### src/rtl/addsub_serial.sv
// Multi-cycle adder/subtractor: B is conditionally inverted and the sum is
// formed CHUNK bits per cycle through a registered carry, with valid/ready on both sides.
module addsub_serial #(
  parameter int unsigned WIDTH = 32,
  parameter int unsigned CHUNK = 8
) (
  input  logic             clock,
  input  logic             reset_n,
  input  logic             in_valid,
  output logic             in_ready,
  input  logic [WIDTH-1:0] data_a,
  input  logic [WIDTH-1:0] data_b,
  input  logic             sub,
  output logic             out_valid,
  input  logic             out_ready,
  output logic [WIDTH-1:0] result,
  output logic             carry_out,
  output logic             overflow
);

  localparam int unsigned N  = WIDTH / CHUNK;
  localparam int unsigned CW = (N > 1) ? $clog2(N) : 1;

  typedef enum logic [1:0] {
    IDLE,
    BUSY,
    DONE
  } state_t;

  state_t           state_q, state_d;
  logic [WIDTH-1:0] a_q, b_q;
  logic             carry_q;
  logic [CW-1:0]    cnt_q;
  logic [31:0]      base;
  logic [CHUNK-1:0] a_chunk, b_chunk;
  logic [CHUNK:0]   chunk_sum;
  logic             msb_cin;
  logic             last_beat;
  logic             accept;

  assign base      = 32'(cnt_q) * 32'(CHUNK);
  assign a_chunk   = a_q[base +: CHUNK];
  assign b_chunk   = b_q[base +: CHUNK];
  assign chunk_sum = {1'b0, a_chunk} + {1'b0, b_chunk} + {{CHUNK{1'b0}}, carry_q};
  // Carry into the MSB recovered from the sum bit: s = a ^ b ^ cin.
  assign msb_cin   = a_chunk[CHUNK-1] ^ b_chunk[CHUNK-1] ^ chunk_sum[CHUNK-1];
  assign last_beat = (cnt_q == CW'(N - 1));
  assign accept    = (state_q == IDLE) && in_valid && in_ready;

  always_comb begin
    state_d = state_q;
    unique case (state_q)
      IDLE:    if (accept) state_d = BUSY;
      BUSY:    if (last_beat) state_d = DONE;
      DONE:    if (out_ready) state_d = IDLE;
      default: state_d = IDLE;
    endcase
  end

  // Handshake flags are registered from the next state so they carry no input path.
  always_ff @(posedge clock or negedge reset_n) begin
    if (!reset_n) begin
      state_q   <= IDLE;
      in_ready  <= 1'b0;
      out_valid <= 1'b0;
    end else begin
      state_q   <= state_d;
      in_ready  <= (state_d == IDLE);
      out_valid <= (state_d == DONE);
    end
  end

  always_ff @(posedge clock or negedge reset_n) begin
    if (!reset_n) begin
      a_q       <= '0;
      b_q       <= '0;
      carry_q   <= 1'b0;
      cnt_q     <= '0;
      result    <= '0;
      carry_out <= 1'b0;
      overflow  <= 1'b0;
    end else if (accept) begin
      a_q     <= data_a;
      b_q     <= data_b ^ {WIDTH{sub}};
      carry_q <= sub;
      cnt_q   <= '0;
    end else if (state_q == BUSY) begin
      result[base +: CHUNK] <= chunk_sum[CHUNK-1:0];
      carry_q               <= chunk_sum[CHUNK];
      if (last_beat) begin
        carry_out <= chunk_sum[CHUNK];
        overflow  <= msb_cin ^ chunk_sum[CHUNK];
      end else begin
        cnt_q <= cnt_q + CW'(1);
      end
    end
  end

endmodule

### config.mk
export PLATFORM = sky130hd
export DESIGN_NAME = addsub_serial
export DESIGN_NICKNAME = d
export VERILOG_FILES = /design/src/rtl/addsub_serial.sv
export SDC_FILE = /design/constraint.sdc
export NUM_CORES = 1
export LEC_CHECK = 0
export ABC_AREA = 1
export BUFFER_PORTS_ARGS = -buffer_cell sky130_fd_sc_hd__buf_2
export CAP_MARGIN = 15
export CORE_ASPECT_RATIO = 1.5
export CORE_UTILIZATION = 30
export DETAILED_ROUTE_END_ITERATION = 8
export GPL_TIMING_DRIVEN = 0
export MAX_ROUTING_LAYER = met4
export SYNTH_ARGS = -nofsm -noshare
export SYNTH_HDL_FRONTEND = slang
export SYNTH_SLANG_ARGS = --single-unit
export TNS_END_PERCENT = 20
### constraint.sdc
create_clock -name clock -period 2.7 [get_ports clock]
set_input_delay 0.54 -clock clock [delete_from_list [all_inputs] [get_ports clock]]
set_output_delay 0.54 -clock clock [all_outputs]
set_load 0.05 [all_outputs]
# Word-level counts from Yosys, hierarchy flattened
# Index checks and enable logic that the tools add are counted.
[totals] ff_bits=105 output_inout_bits=36
[classes] add_sub_neg=4 eq_ne=5 n_shift=4 muxes=10 bitwise_logic=5 reduce_logical=8
[op_table] operator="$shiftx A32 B6 Y8" count=2
[op_table] operator="$neg A5 Y34" count=1
[op_table] operator="$shift A8 B34 Y32 const A" count=1
[op_table] operator="$shiftx A8 B34 Y32" count=1
[op_table] operator="$bwmux W32" count=1
[op_table] operator="$xor A32 B32 Y32" count=1
[op_table] operator="$mux W2" count=6
[op_table] operator="$add A8 B8 Y9" count=1
[op_table] operator="$add A9 B1 Y9" count=1
[op_table] operator="$eq A2 B2 Y1 const B" count=3
[op_table] operator="$pmux W2 S3" count=1
[op_table] operator="$logic_not A2 Y1" count=2
[op_table] operator="$reduce_and A2 Y1" count=2
[op_table] operator="$reduce_and A3 Y1" count=1
[op_table] operator="$xor A1 B1 Y1" count=3
[op_table] operator="$add A2 B1 Y2 const B" count=1
[op_table] operator="$eq A2 B1 Y1 const B" count=1
[op_table] operator="$logic_and A1 B1 Y1" count=2
[op_table] operator="$mux W1" count=2
[op_table] operator="$ne A2 B1 Y1 const B" count=1
[op_table] operator="$reduce_bool A2 Y1" count=1
[op_table] operator="$not A1 Y1" count=1

# Logic depth before layout (Yosys ltp)
[depth] depth_word=6 depth_mapped=17 depth_no_buf=15

# Worst setup path after synthesis
# No wires, ideal clock.
[synth_path] path_kind="register to register" startpoint="reg cnt_q[0]" endpoint="reg result[20]" arrival_ps=2591 required_time_ps=2616 slack_ps=24 stages_incl_launch_ff=16 n_path_buf=2 synth_period_minus_slack_ps=2676 path_cell_list="dfrtp_1 -> buf_2 -> clkinv_1 -> clkbuf_1 -> o21ai_0 -> o22ai_1 -> fa_1 -> inv_1 -> fa_1 -> inv_1 -> nand2_1 -> nand2_1 -> and2_1 -> xor2_2 -> nand2_1 -> o21ai_0"
[synth_between] elab_chain_cells=5
[synth_lines] item="start, declared" line="33" rtl="logic [CW-1:0] cnt_q;"
[synth_lines] item="start signal, assigned" line="94" rtl="cnt_q <= cnt_q + CW'(1);"
[synth_lines] item="$shiftx A32 B6 Y8 (on tied branches)" line="42, 43"
[synth_lines] item="$add A8 B8 Y9" line="44" rtl="assign chunk_sum = {1'b0, a_chunk} + {1'b0, b_chunk} + {{CHUNK{1'b0}}, carry_q};"
[synth_lines] item="$add A9 B1 Y9" line="44"
[synth_lines] item="$shiftx A8 B34 Y32" line="88" rtl="result[base +: CHUNK] <= chunk_sum[CHUNK-1:0];"
[synth_lines] item="$bwmux W32 (*)" line="88"
[synth_lines] item="end signal, assigned by index" line="88"
[synth_lines] item="end, declared" line="16" rtl="output logic [WIDTH-1:0] result,"
# Mark *: on every way between the ends. The rest lies on a longest branch, timed or not.
# A chain may end at the register's enable or synchronous reset.

# Final worst setup path
# Ends and elaborated chain as after synthesis.

==> qor.yml <==
routing:
  dr.pass1.iters: 4
  drcViolationCount: 0
  drt_wl_total_mm: 14.4
  num_vias: 4428
  postRouteAntennaNets: 0
  viasPerCell: 4.62
  drt-initial-drc-count: 218
  avgRoutedWirePerCell_um: 15.0
sta:
  hold_viol: 0
  period_share_pct: 95.7
  rsz0062_at_grt: "true"
  period_needed_ns: 2.58
  worstMarginPinSlew_ns: 0.655
  final-max-slew-violation-count: 0
  setup_ws_ns: 0.117
  slew_headroom_pct: 56.4
  setup_violations: 0
  hold_slack_ns: 0.189
  fmax_mhz: 387
  tns_ns: 0
  fin_skew_ns: 0.0127
critical_path:
  endpoint_kind: "flop"
  path_class: "flop to flop"
  critPathTopFamily: "buffers and inverters"
  max_stage_delay_ns: 0.40
  crit_start: "cnt_q[0]"
  cp_max_fo: 10
  required_ns: 2.99
  crit_arrival_ns: 2.88
  rrSetupSlack_ns: 0.12
  critPathLaunchType: "flop"
  cp_cell_sequence: "buf_6, clkinv_8, buf_12, nor2_1, o22ai_2, fa_2, inv_1, fa_2, inv_1, nand2_1, nand2_1, and2_4, xor2_2, buf_6, nand2_1, o21ai_1"
  worst_path_most_repeated_cell: "nand2_1"
  r2r_start: "cnt_q[0]"
  crit_buf_inv: 6
  slowest_stage: "dfrtp_1"
floorplan:
  fp.coreArea_um2: 16800
  die_w_um: 109
  ios: 105
  dieArea_um2: 17900
  initial_core_util_pct: 30.8
  die_h_um: 163
  fp-row-count: 58
placed_design:
  io_buffers: 103
  gp_congestion: 0.854
  dp_slack_ns: -0.763
  hpwl_mm: 11.1
  dp_cells: 936
  placed_area_um2: 6000
clock_network:
  numClockSinks: 105
  cts_root_buf: "clkbuf_16"
  cts_buffers: 9
  cts_tree: "yes"
  cts_buffer_depth: 2
  clkLatencyLatePin_ns: 0.36
  cts.hold.buffers_added: 0
  clkSlewWorstSetupHoldPaths_ns: 0.08
  htreeDepth: 3
synthesis:
  synth-async-reset-ratio_pct: 100
  synth_edf_count: 0
  syn_area_per_cell_um2: 8.35
  synth_warnings: 0
  synth_seq_cells: 105
  ys_seq_area_share_pct: 50.6
  synthesis.area_um2: 5190
  synth_ff_type: "dfrtp_1"
  syn-instance-count: 622
  synthDistinctLibCells: 35
  syn_nets: 706
power:
  p_leak_nw: 3.33
  power.density_nw_per_um2: 1500
  finalPower_mw: 9.68
  irDropWorstVdd_mv: 0.593
cells_and_area:
  drive_gt1_share_pct: 22.9
  postLayoutCoreUtil_pct: 38.3
  num_antenna_cells: 0
  finalInstanceArea_um2: 6450
  layoutNonFillerInstCount: 958
  nets: 827
  synthToLayoutAreaGrowth_pct: 24.3
global_route:
  grt_start_max_net_pins: 57
  grt_usage_pct: 17.5
  grt_pass1_wl_mm: 22.6
  first_global_vias: 4405
  gr-total-overflow: 0
  antenna_found_initial: 0
worst_hold_path:
  hold_path.class: "input port to async pin"
run_status:
  status: "completed"
run:
  cap_viol_max_count: 0
registers in the layout (all words and copies together), names as in the netlist:
register   flops
overflow       1
cnt_q          2
in_ready       1
result        32
a_q           32
out_valid      1
b_q           32
carry_out      1
state_q        2
carry_q        1
placed cells by master (no fill, tap or decap), types with 7 or more instances in the layout:
cell type,n
nand2_1,228
clkbuf_16,10
o22ai_1,12
clkbuf_1,9
buf_2,113
buf_4,8
nor2_1,38
a21oi_1,7
o21ai_0,73
nand3_1,13
nand4_1,7
dfrtp_1,104
inv_1,27
ha_1,13
xnor2_1,33
path summary, 6_finish.rpt:
| path | to | cells after the start |
|---|---|---|
| worst max-delay path | result[20] | 16 |
| worst min-delay path | result[11] | 1 |
| worst max register to register | result[20] | 16 |
| worst min register to register | result[4] | 2 |
| max in group asynchronous | cnt_q[1] | 2 |
| min in group clock | a_q[28] | 3 |
cells in the mapped netlist (2+ instances only):
library cell	number	share of area (%)
nor2_4	3	0.65
nand4_1	7	0.84
inv_2	2	0.14
clkbuf_1	14	1.0
xnor2_1	33	5.6
o31ai_1	3	0.43
o21ai_1	3	0.29
buf_2	14	1.3
nor2_1	39	2.8
o22ai_1	14	1.7
inv_1	27	2.0
nand2_1	229	17
ha_1	13	3.1
a21oi_1	7	0.67
nand3_1	13	1.3
a32oi_1	2	0.34
dfrtp_1	105	51
fa_1	2	0.77
nand2_2	2	0.24
o21ai_0	75	7.2
logic make-up (layout without fill, tap and decap cells):
logic type | count (synthesis) | after routing | synth area share [%]
AO/OA/AOI/OAI | 107 | 107 | 11.2
XOR/XNOR | 35 | 35 | 6.05
adder cells (fa/ha/maj) | 15 | 15 | 3.90
buffers and inverters | 60 | 186 | 4.75
flip-flops | 105 | 105 | 50.6
AND/OR/NAND/NOR | 300 | 300 | 23.6
timing repair:
item	CTS	global route
setup endpoints to repair	31	17
buffers inserted	4	2
pin swaps	2	3
gates resized for setup	25	12
worst reg2reg max path, cell delays in order, from the launching register on:
cell,delay [ns]
dfrtp_1,0.40
buf_6,0.16
clkinv_8,0.08
buf_12,0.14
nor2_1,0.05
o22ai_2,0.25
fa_2,0.26
inv_1,0.05
fa_2,0.34
inv_1,0.08
nand2_1,0.05
nand2_1,0.07
and2_4,0.15
xor2_2,0.14
buf_6,0.13
nand2_1,0.05
o21ai_1,0.11
where the power goes:
group	total (mW)	internal, mW	leakage [nW]	switching [mW]
Sequential	2.65	2.25	1.35	0.398
Clock	1.33	0.676	0.145	0.650
Combinational	5.71	1.92	1.83	3.79
Total	9.68	4.85	3.33	4.84
per-layer routing:
layer / vias up / routed length [um] / global-route usage (%)
met4: 0 / 476 / 8.00
li1: 2241 / - / -
met2: 92 / 7560 / 29.4
met5: - / 0 / -
met1: 2065 / 5830 / 20.1
met3: 30 / 496 / 2.87
cell type report:
class / count / area, um^2
fill: 1793 / 10400
sequential: 105 / 2630
multi-input combinational: 457 / 2350
timing repair buffer: 110 / 594
tap: 210 / 263
clock buffer: 10 / 239
buffer: 30 / 196
inverter: 30 / 125
clock inverter: 6 / 58.8
Power figures use the tool's default switching activity.
